### src/rtl/ex_muldiv_unit.sv
// EX-stage iterative multiply/divide unit owning HI/LO.
// Radix-2 shift-add multiply and restoring divide, one bit per cycle.
module ex_muldiv_unit #(
  parameter int WIDTH = 32,
  parameter int CNT_W = 5
) (
  input  logic             clk,
  input  logic             reset,
  input  logic             start,
  input  logic [2:0]       op,
  input  logic [WIDTH-1:0] rs_val,
  input  logic [WIDTH-1:0] rt_val,
  input  logic             mf_req,
  input  logic             flush,
  output logic             busy,
  output logic             stall_req,
  output logic             done,
  output logic [WIDTH-1:0] hi,
  output logic [WIDTH-1:0] lo
);

  typedef enum logic [1:0] {
    IDLE,
    RUN,
    FIXUP
  } state_t;

  localparam logic [2:0] OP_MTHI = 3'd4;
  localparam logic [2:0] OP_MTLO = 3'd5;
  localparam logic [CNT_W-1:0] LAST = CNT_W'(WIDTH - 1);

  state_t             state;
  logic [CNT_W-1:0]   cnt;
  logic [2*WIDTH-1:0] acc;
  logic [WIDTH-1:0]   opb;
  logic [WIDTH-1:0]   orig;
  logic               is_div;
  logic               neg_q;
  logic               neg_r;
  logic               div0;

  logic               op_md;
  logic               op_sgn;
  logic [WIDTH-1:0]   abs_a;
  logic [WIDTH-1:0]   abs_b;

  logic [WIDTH:0]     madd;
  logic [2*WIDTH-1:0] mul_next;
  logic [WIDTH:0]     dtmp;
  logic               dge;
  logic [WIDTH-1:0]   dsub;
  logic [WIDTH-1:0]   rem_new;
  logic [2*WIDTH-1:0] div_next;
  logic [2*WIDTH-1:0] prod_neg;
  logic [WIDTH-1:0]   q_neg;
  logic [WIDTH-1:0]   r_neg;

  assign op_md  = ~op[2];
  assign op_sgn = ~op[0];
  assign abs_a  = (op_sgn & rs_val[WIDTH-1]) ? -rs_val : rs_val;
  assign abs_b  = (op_sgn & rt_val[WIDTH-1]) ? -rt_val : rt_val;

  assign stall_req = busy & (start | mf_req |
                             (op == OP_MTHI) | (op == OP_MTLO));

  // Multiply: conditional add into upper half, then shift right.
  assign madd     = {1'b0, acc[2*WIDTH-1:WIDTH]} +
                    (acc[0] ? {1'b0, opb} : '0);
  assign mul_next = {madd, acc[WIDTH-1:1]};

  // Divide: shift next dividend bit into remainder, subtract if it fits.
  assign dtmp     = {acc[2*WIDTH-1:WIDTH], acc[WIDTH-1]};
  assign dge      = dtmp >= {1'b0, opb};
  assign dsub     = dtmp[WIDTH-1:0] - opb;
  assign rem_new  = dge ? dsub : dtmp[WIDTH-1:0];
  assign div_next = {rem_new, acc[WIDTH-2:0], dge};

  assign prod_neg = -acc;
  assign q_neg    = -acc[WIDTH-1:0];
  assign r_neg    = -acc[2*WIDTH-1:WIDTH];

  always_ff @(posedge clk) begin
    if (reset) begin
      state  <= IDLE;
      cnt    <= '0;
      acc    <= '0;
      opb    <= '0;
      orig   <= '0;
      is_div <= 1'b0;
      neg_q  <= 1'b0;
      neg_r  <= 1'b0;
      div0   <= 1'b0;
      busy   <= 1'b0;
      done   <= 1'b0;
      hi     <= '0;
      lo     <= '0;
    end else begin
      done <= 1'b0;
      unique case (state)
        IDLE: begin
          if (!flush) begin
            if (start && op_md) begin
              acc    <= {{WIDTH{1'b0}}, abs_a};
              opb    <= abs_b;
              orig   <= rs_val;
              is_div <= op[1];
              neg_q  <= op_sgn & (rs_val[WIDTH-1] ^ rt_val[WIDTH-1]);
              neg_r  <= op_sgn & rs_val[WIDTH-1];
              div0   <= (rt_val == '0);
              cnt    <= '0;
              busy   <= 1'b1;
              state  <= RUN;
            end else if (op == OP_MTHI) begin
              hi <= rs_val;
            end else if (op == OP_MTLO) begin
              lo <= rs_val;
            end
          end
        end
        RUN: begin
          if (flush) begin
            cnt   <= '0;
            busy  <= 1'b0;
            state <= IDLE;
          end else begin
            acc <= is_div ? div_next : mul_next;
            cnt <= cnt + 1'b1;
            if (cnt == LAST)
              state <= FIXUP;
          end
        end
        FIXUP: begin
          cnt   <= '0;
          busy  <= 1'b0;
          state <= IDLE;
          if (!flush) begin
            done <= 1'b1;
            if (!is_div) begin
              {hi, lo} <= neg_q ? prod_neg : acc;
            end else if (div0) begin
              hi <= orig;
              lo <= '1;
            end else begin
              lo <= neg_q ? q_neg : acc[WIDTH-1:0];
              hi <= neg_r ? r_neg : acc[2*WIDTH-1:WIDTH];
            end
          end
        end
        default: begin
          busy  <= 1'b0;
          state <= IDLE;
        end
      endcase
    end
  end

endmodule

### config.mk
export PLATFORM = sky130hd
export DESIGN_NAME = ex_muldiv_unit
export DESIGN_NICKNAME = d
export VERILOG_FILES = /design/src/rtl/ex_muldiv_unit.sv
export SDC_FILE = /design/constraint.sdc
export NUM_CORES = 1
export LEC_CHECK = 0
export ABC_CLOCK_PERIOD_IN_PS = 4100
export BUFFER_PORTS_ARGS = -buffer_cell sky130_fd_sc_hd__buf_2
export CAP_MARGIN = 10
export CORE_ASPECT_RATIO = 0.6
export CORE_MARGIN = 2
export CORE_UTILIZATION = 45
export CTS_BUF_LIST = sky130_fd_sc_hd__clkbuf_16
export DETAILED_ROUTE_END_ITERATION = 6
export PLACE_DENSITY_LB_ADDON = 0.12
export SYNTH_ARGS = -nofsm -noshare
export SYNTH_HDL_FRONTEND = slang
export SYNTH_SLANG_ARGS = --single-unit
### constraint.sdc
create_clock -name clk -period 4.1 [get_ports clk]
set_clock_uncertainty 0.2 [all_clocks]
set_input_delay 0.41 -clock clk [delete_from_list [all_inputs] [get_ports clk]]
set_output_delay 0.41 -clock clk [all_outputs]
set_load 0.02 [all_outputs]
* Word-level counts from Yosys, hierarchy flattened
Index checks and enable logic that the tools add are counted.
** Cells by class
- Add/subtract/negate cells :: 8
- $lt $le $gt $ge :: 1
- Equality and inequality tests :: 15
- Multiplexer cells :: 41
- Bitwise gates (word level) :: 12
- Reduce and logical (&&, ||, !) cells :: 14
** Operator list (count)
- 2-to-1 mux 32 bit :: 19
- 2-to-1 mux 64 bit :: 5
- negator 32 bit :: 4
- one-hot mux 32 bit (2 select lines) :: 2
- one-hot mux 64 bit (2 select lines) :: 1
- negator 64 bit :: 1
- adder 32 x 32 -> 33 bit :: 1
- >= comparator 33 x 32 -> 1 bit :: 1
- zero test 32 bit :: 1
- subtractor 32 bit :: 1
- != test 2 bit, second input constant :: 9
- 2-to-1 mux 5 bit :: 3
- one-hot mux 5 bit (3 select lines) :: 1
- AND reduction 3 bit :: 4
- 2-to-1 mux 2 bit :: 4
- equality test 3 bit, second input constant :: 2
- AND reduction 6 bit :: 1
- adder 5 x 1 -> 5 bit, second input constant :: 1
- equality test 5 bit, second input constant :: 1
- AND reduction 5 bit :: 1
- AND 1 bit :: 4
- 2-to-1 mux 1 bit :: 4
- inverter 1 bit :: 4
- one-hot mux 2 bit (2 select lines) :: 1
- 12 further kinds :: 15
** Word-level totals
- Bits in registers :: 205
- Output and inout bits :: 67

* Logic depth before layout (Yosys ltp)
Gate-level depths: netlist of the first run.
- Depth after elaboration :: 6
- Depth in mapped cells :: 16
- Depth with buffers taken out :: 14

* Worst setup path after synthesis of the first run
No wires, ideal clock.
- Kind :: register -> register
- From :: reg acc[0]
- To :: reg acc[63]
- Setup time :: 0.117 ns
- Data arrival time :: 3.420 ns
- Required time :: 3.783 ns
- Setup slack :: 0.362 ns
- Stages on the path, launching flop included :: 15
- Buffers on the path :: 2
- Clock period less this slack :: 3.738 ns
- Path through :: dfxtp_1 clkbuf_1 inv_1 clkbuf_1 nor2_1 ha_1 a2111o_1 o21ai_0 o21ai_0 a31oi_1 nor3_1 o31ai_1 o21ai_0 a211o_1 a32o_1
** Between the ends
- Longest elaborated chain between the ends :: 5
** RTL lines
- start, declared :: RTL line 34 : logic [2*WIDTH-1:0] acc;
- start signal, assigned :: RTL line 103 : acc <= {{WIDTH{1'b0}}, abs_a};
- start signal, assigned :: RTL line 126 : acc <= is_div ? div_next : mul_next;
- 2-to-1 mux 32 bit :: RTL line 68 : (acc[0] ? {1'b0, opb} : '0);
- adder 32 x 32 -> 33 bit :: RTL line 67 : assign madd = {1'b0, acc[2*WIDTH-1:WIDTH]} +
- 2-to-1 mux 64 bit :: RTL line 126
- 2-to-1 mux 64 bit :: RTL line 121 : if (flush) begin
- one-hot mux 64 bit (2 select lines) :: RTL line 99 : unique case (state)
Every way passes these cells. The select of a mux whose other input is x is not followed.
A chain may end at the register's enable or synchronous reset.

* Worst setup path in the final report of the first run
- From :: reg acc[0]
- To :: reg acc[60]
Same word-level chain as after synthesis.

==> summary.md, run 1 <==
| Metric | Value |
|---|---|
| Run status | `finished, final reports clean` |
| Post-Synthesis Cell Area | `approximately 16000 um2` |
| Die extent in y | `approximately 150 um` |
| Pin count of the biggest net entering global routing | `88` |
| Type of element capturing the critical path | `register` |
| Power density over cell area | `305 nW/um2` |
| Antenna violations before repair | `3` |
| RePlAce Congestion | `0.991` |
| Effective utilization at floorplan | `0.459` |
| Nets | `between 2000 and 2500` |
| RSZ-0062 raised after global routing | `false` |
| Clock tree from TritonCTS | `done` |
| P&R area growth vs syn | `16.7%` |
| Routed wire length | `between 60000 and 70000 um` |
| TritonCTS buffer count | `24` |
| # setup viols final | `0` |
| TritonRoute pass-1 iters | `6` |
| Root cell of the clock tree | `clkbuf_16` |
| Antenna violation net count after detailed routing | `0` |
| Post-placement setup slack | `264 ps` |
| HP Class | `input pin to register` |
| Leading post-synthesis cells by cell area | `dfxtp_1 (25%), a21oi_1 (7.1%), xnor2_1 (6.7%)` |
| Actual transition at the worst max-transition pin | `1110 ps` |
| Area share of xor/xnor cells in the synthesized design | `0.109` |
| Post-Synth Adder-Cell Area | `0.0568` |
| Clock Latency Late Sink | `560 ps` |
| Width of the die | `248 um` |
| Number of rows in the core area | `53` |
| Starting DRT DRC Count | `about 1900` |
| Number of warnings reported in the yosys synthesis log | `0` |
| HPWL after DPL | `around 48000 um` |
| Maximum root-to-sink buffer count | `3` |
| Largest family of logic cells by synthesized area | `compound AO/OA/AOI/OAI gates` |
| Number of port buffers | `138` |
| Vias in the first global route | `15535` |
| Core outline area | `35100 um2` |
| Final Core Density | `0.535` |
| Die area | `37400 um2` |
| Global-route wire length before repair | `96100 um` |
| Number of sinks driven by the clock tree | `205` |
| Fin crit period | `~4000 ps` |
| Flip-flop and latch count after synthesis | `205` |
| Area fraction in compound gates after synthesis | `0.282` |
| Total global routing track utilization | `0.335` |
| DRC viols | `0` |
| Share of flip-flops with an asynchronous set or reset after synthesis | `0` |
| Final-report max-slew violation count | `0` |
| Final period util | `0.975` |
| Worst IR drop on VDD | `0.000269 V` |
| Final Hold Vio Count | `0` |
| Post-synthesis instance total | `2208` |
| Sequential fraction of the synthesis area | `0.255` |
| Number of H-tree levels | `1` |
| Syn_area_per_cell | `7.30 um2` |
| Global route total overflow | `0` |
| Setup TNS after final layout | `0 ps` |
| Boundary Pins | `around 140` |
| Crit start category | `register` |
| Number of nets produced by synthesis | `2352` |
| Share of cell area taken by muxes after synthesis | `0.0368` |
| Cell taking the most area after synthesis | `dfxtp_1` |
| Clock-pin slew on the worst setup and hold paths | `70 ps` |
| Number of enable flip-flop cells after synthesis | `0` |
| Total vias in the final route | `17255` |
| Maximum operating frequency | `250 MHz` |
| Critical path class | `register to register` |
| Post-route setup slack | `about 100 ps` |
| Most instantiated flip-flop cell in the synthesis netlist | `dfxtp_1` |
| Distinct cells, synth | `73` |
| Arrival time of the worst setup path | `4250 ps` |
| Static Leak | `0.00772 uW` |
| Sum of internal, switching and leakage power | `5740 uW` |
| Max-slew headroom | `0.255` |
| CP required | `roughly 4400 ps` |
| Share of the synthesized area in the top cell type | `0.255` |
| Max-cap violations | `0` |
| Vias per std cell | `between 6 and 7` |
| Post-Synth Simple-Gate Area | `0.202` |
| Layout cell share with drive strength beyond 1 | `0.136` |
| Number of buffers added for setup after CTS | `0` |
| Detail-routed net length per standard cell | `22.5 um` |
| Crit Path Max Fanout | `7` |
-- Yosys cell counts, drive strengths merged (6+ instances only) --
master / instances
xnor2: 124
or2: 7
buf: 26
o21bai: 9
a31oi: 11
mux2i: 57
nand2: 248
ha: 70
a22oi: 21
nand4: 15
and3: 11
o21a: 10
nor2b: 14
and2: 8
or3: 23
a211oi: 84
xor2: 77
dfxtp: 205
clkbuf: 156
a311oi: 10
o31a: 6
or4: 16
a21o: 47
nor2: 256
nor3: 44
o41ai: 11
nand3: 25
nor4: 20
o221ai: 32
o31ai: 31
o21ai: 131
a21oi: 228
nand2b: 18
inv: 66
o211ai: 31
-- worst max-delay path, cell delays in order (launching register included) --
cell      delay, ps
dfxtp_1         330
inv_1           260
nor2_1           80
ha_1            240
a211oi_1        380
o211ai_1        290
a31oi_1         460
o21ai_0         240
a21o_1          260
a21o_1          260
a31oi_1         210
xor2_1          330
nand2_1         100
a32o_1          260
-- cells in the final DEF, fill, tap and decap left out, types with 77 or more instances in the layout --
| master | n |
|---|---|
| buf_2 | 137 |
| nand2_1 | 248 |
| o21ai_0 | 113 |
| dfxtp_1 | 202 |
| nor2_1 | 254 |
| a211oi_1 | 84 |
| xnor2_1 | 124 |
| xor2_1 | 77 |
| buf_4 | 105 |
| a21oi_1 | 226 |
-- worst paths after layout --
kind	startpoint	end	slack (ps)	cells past startpoint
worst min register to register	lo[0]$_SDFFE_PP0P_	lo[0]$_SDFFE_PP0P_	250	2
worst min-delay path	rt_val[29]	opb[29]$_SDFFE_PP0P_	10	3
worst max-delay path	acc[0]$_SDFFE_PP0P_	acc[60]$_SDFFE_PP0P_	100	13
worst max register to register	acc[0]$_SDFFE_PP0P_	acc[60]$_SDFFE_PP0P_	100	13
-- repair_timing --
| item | 4_1_cts | 5_1_grt |
|---|---|---|
| hold endpoints to repair | 40 | 0 |
| resized for setup | 0 | 2 |
| hold buffers | 39 | 0 |
| endpoints found under the setup margin | 0 | 17 |
-- cell type report --
cell class | instances | area, um2
Antenna cell | 1 | 2.50
Clock buffer | 25 | 626
Multi-Input combinational cell | 1754 | 11100
Clock inverter | 19 | 121
Sequential cell | 205 | 4110
Tap cell | 467 | 584
Fill cell | 3422 | 16300
Timing Repair Buffer | 288 | 2000
Inverter | 67 | 251
-- through the flow --
| stage | hold WS (ps) | area, um2 | instances |
|---|---|---|---|
| finish | 11.9 | 18800 | 2826 |
| global route | 7.99 | 18800 | 2825 |
| CTS | 0.0803 | 18800 | 2825 |
| detailed placement | 242 | 17700 | 2742 |
| global placement | 239 | 17700 | 2742 |
| floorplan | 232 | 16100 | 2208 |
-- registers in the layout, summed over array words and instances, names as in the netlist --
register  cells
lo           32
done          1
cnt           5
state         2
hi           32
div0          1
neg_r         1
orig         32
neg_q         1
acc          64
busy          1
opb          32
is_div        1
-- where the power goes --
group	total (uW)	leakage, uW	switching (uW)	internal (uW)
combinational	1430	0.00568	896	532
clock	2150	0.000377	979	1170
sequential	2160	0.00167	86.6	2080
-- metal layers --
layer | track usage | up-vias | wire length, um
li1 | - | 8173 | -
met3 | 0.126 | 74 | 8240
met1 | 0.518 | 8156 | 30600
met2 | 0.431 | 848 | 23800
met4 | 0.0554 | 4 | 986
met5 | 0.00401 | - | 52
-- cells by family after synthesis --
family | Yosys count
and+or+nand+nor | 717
AOI/OAI and AO/OA | 705
buffers and inverters | 249
DFF | 205
xor gates and xnor gates | 201
adders and majority gates | 72
muxes | 59
Note: power is estimated with default switching activity, not from simulation.
==> inputs of run 2 (changes only) <==
CORE_UTILIZATION = 60   (was 45)
PLACE_DENSITY = 0.8   (was not set)
PLACE_DENSITY_LB_ADDON = not set   (was 0.12)
==> run 2 against run 1 <==
Compared with the run above:
- utilization grew 16 points
- global-route usage grew 7.8 points
- via count grew 2.3%
- clock power shrank 4%
- register-to-register slack lost 96 ps
- critical path depth shrank 4
- worst hold slack lost 5.9 ps
- die area shrank 25%
- flip-flop and latch count is the same
- combinational power shrank 4%
- critical path type unchanged
- critical endpoint is now hi[22]$_SDFFE_PP0P_
- largest power group unchanged
- highest routed layer unchanged
==> summary.md, run 2 (synthesis results as in run 1) <==
| Metric | Value |
|---|---|
| Run status | `finished, final reports clean` |
| Final Hold Vio Count | `0` |
| Maximum root-to-sink buffer count | `3` |
| # setup viols final | `0` |
| Core outline area | `26400 um2` |
| Number of sinks driven by the clock tree | `205` |
| Power density over cell area | `307 nW/um2` |
| Vias per std cell | `6.58` |
| HP Class | `input pin to register` |
| Cell area after placement | `17400 um2` |
| Delay of the slowest critical-path stage | `820 ps` |
| Worst slack on hold paths | `6.02 ps` |
| Die area | `28200 um2` |
| Static Leak | `approximately 0.0075 uW` |
| Slowest library cell on the worst path | `or4_1` |
| List of cells traversed by the critical path | `or4_1, or4_1, or4_1, o41ai_2, xnor2_1, nor2_1, a21oi_1, nor3_1, a2111oi_0` |
| Most common library cell in the layout ignoring fill and taps | `nor2_1` |
| Boundary Pins | `139` |
| TritonRoute pass-1 iters | `6` |
| Antenna violations before repair | `2` |
| Filler instances | `about 2300` |
| Crit start category | `register` |
| Finished Cell Area | `18300 um2` |
| Clock Latency Late Sink | `540 ps` |
| P&R area growth vs syn | `13.5%` |
| Width of the die | `between 200 and 250 um` |
| Clock-pin slew on the worst setup and hold paths | `70 ps` |
| Pin count of the biggest net entering global routing | `70` |
| Worst IR drop on VDD | `around 0.00030 V` |
| Routed wire length | `60300 um` |
| Origin of the worst setup path | `acc[27]$_SDFFE_PP0P_` |
| Number of H-tree levels | `1` |
| Number of rows in the core area | `46` |
| Global route total overflow | `0` |
| Setup TNS after final layout | `0 ps` |
| Nets | `2450` |
| Arrival time of the worst setup path | `4270 ps` |
| Final period util | `0.998` |
| Crit Path Max Fanout | `7` |
| Die extent in y | `131 um` |
| Startpoint of the worst-slack reg-to-reg timing path | `acc[27]$_SDFFE_PP0P_` |
| Clock tree from TritonCTS | `done` |
| Fin crit period | `4090 ps` |
| Max-cap violations | `0` |
| Actual transition at the worst max-transition pin | `1120 ps` |
| Total global routing track utilization | `0.414` |
| Final Non-Filler Cells | `approximately 2700` |
| Count of inserted antenna diode cells | `0` |
| Seq. cell area | `4110 um2` |
| Root cell of the clock tree | `clkbuf_16` |
| Number of placed cells counting well taps | `2620` |
| Vias in the first global route | `15506` |
| RePlAce Congestion | `1.05` |
| Most frequent cells in the layout | `nor2_1 (254), nand2_1 (248), a21oi_1 (226)` |
| Register containing the most flip-flops in the final layout | `acc` |
| Effective utilization at floorplan | `0.610` |
| Final-report max-slew violation count | `0` |
| Total area of multi-input combinational cells | `11100 um2` |
| Starting DRT DRC Count | `around 2600` |
| Max-slew headroom | `0.251` |
| Worst Hold Launch | `rt_val[31]` |
| Layout cell share with drive strength beyond 1 | `0.132` |
| DRC viols | `0` |
| HPWL after DPL | `approximately 45000 um` |
| Detail-routed net length per standard cell | `22.5 um` |
| RSZ-0062 raised after global routing | `false` |
| Count of buffer and inverter cells on the critical path | `0` |
| Cell repeated most along the worst path | `or4_1` |
| Total vias in the final route | `about 18000` |
| CP top delay family | `simple AND/OR/NAND/NOR gates` |
| Global-route wire length before repair | `90900 um` |
| Number of port buffers | `138` |
| Max FFs per register | `64` |
| Critical path class | `register to register` |
| CP required | `4280 ps` |
| Maximum operating frequency | `244 MHz` |
| Type of element capturing the critical path | `register` |
| Final Core Density | `0.693` |
| TritonCTS buffer count | `22` |
| Antenna violation net count after detailed routing | `0` |
[run 2: worst paths after layout]
path | end | slack, ps | cells after the start
worst max-delay path | hi[22]$_SDFFE_PP0P_ | 8 | 9
worst min-delay path | opb[31]$_SDFFE_PP0P_ | 6 | 3
worst min register to register | lo[3]$_SDFFE_PP0P_ | 250 | 2
worst max register to register | hi[22]$_SDFFE_PP0P_ | 8 | 9
[run 2: final cells by class]
class                      count  share of cell area
timing repair buffer         256              0.0896
clock inverter                17             0.00766
sequential                   205               0.225
inverter                      67              0.0137
tap                          360              0.0246
multi-input combinational   1754               0.608
clock buffer                  23              0.0315
[run 2: power by group]
| part | switching [uW] | leakage [uW] | internal, uW |
|---|---|---|---|
| Sequential | 87.6 | 0.00167 | 2080 |
| Combinational | 875 | 0.00550 | 495 |
| Clock | 928 | 0.000366 | 1150 |
| Total | 1890 | 0.00754 | 3720 |
[run 2: repair_timing]
item / 4_1_cts / 5_1_grt
hold buffers: 19 / 0
hold endpoints to repair: 19 / 0
buffers inserted: 0 / 3
setup endpoints to repair: 0 / 32
gates resized for setup: 0 / 4
[run 2: worst register-to-register path, delay by kind of cell (launching register included)]
family           cells  cell delay, ps
AND/OR/NAND/NOR      5            2180
AO/OA/AOI/OAI        3            1010
flip-flops           1             380
XOR/XNOR             1             160
[run 2: metal layers]
layer	part of all wire	wire length, um	global-route usage	vias up
met5	0.00022	13	0	-
met4	0.021	1250	0.0937	2
met3	0.16	9430	0.165	128
met2	0.39	23200	0.564	1113
met1	0.44	26300	0.601	8290
li1	-	-	-	8116
[run 2: metrics by stage]
stage,setup slack (ps),power (uW)
after floorplan,362,3040
after global placement,345,3460
after detailed placement,129,3490
after CTS,44.6,5530
after global routing,5.45,5780
final,8.05,5610
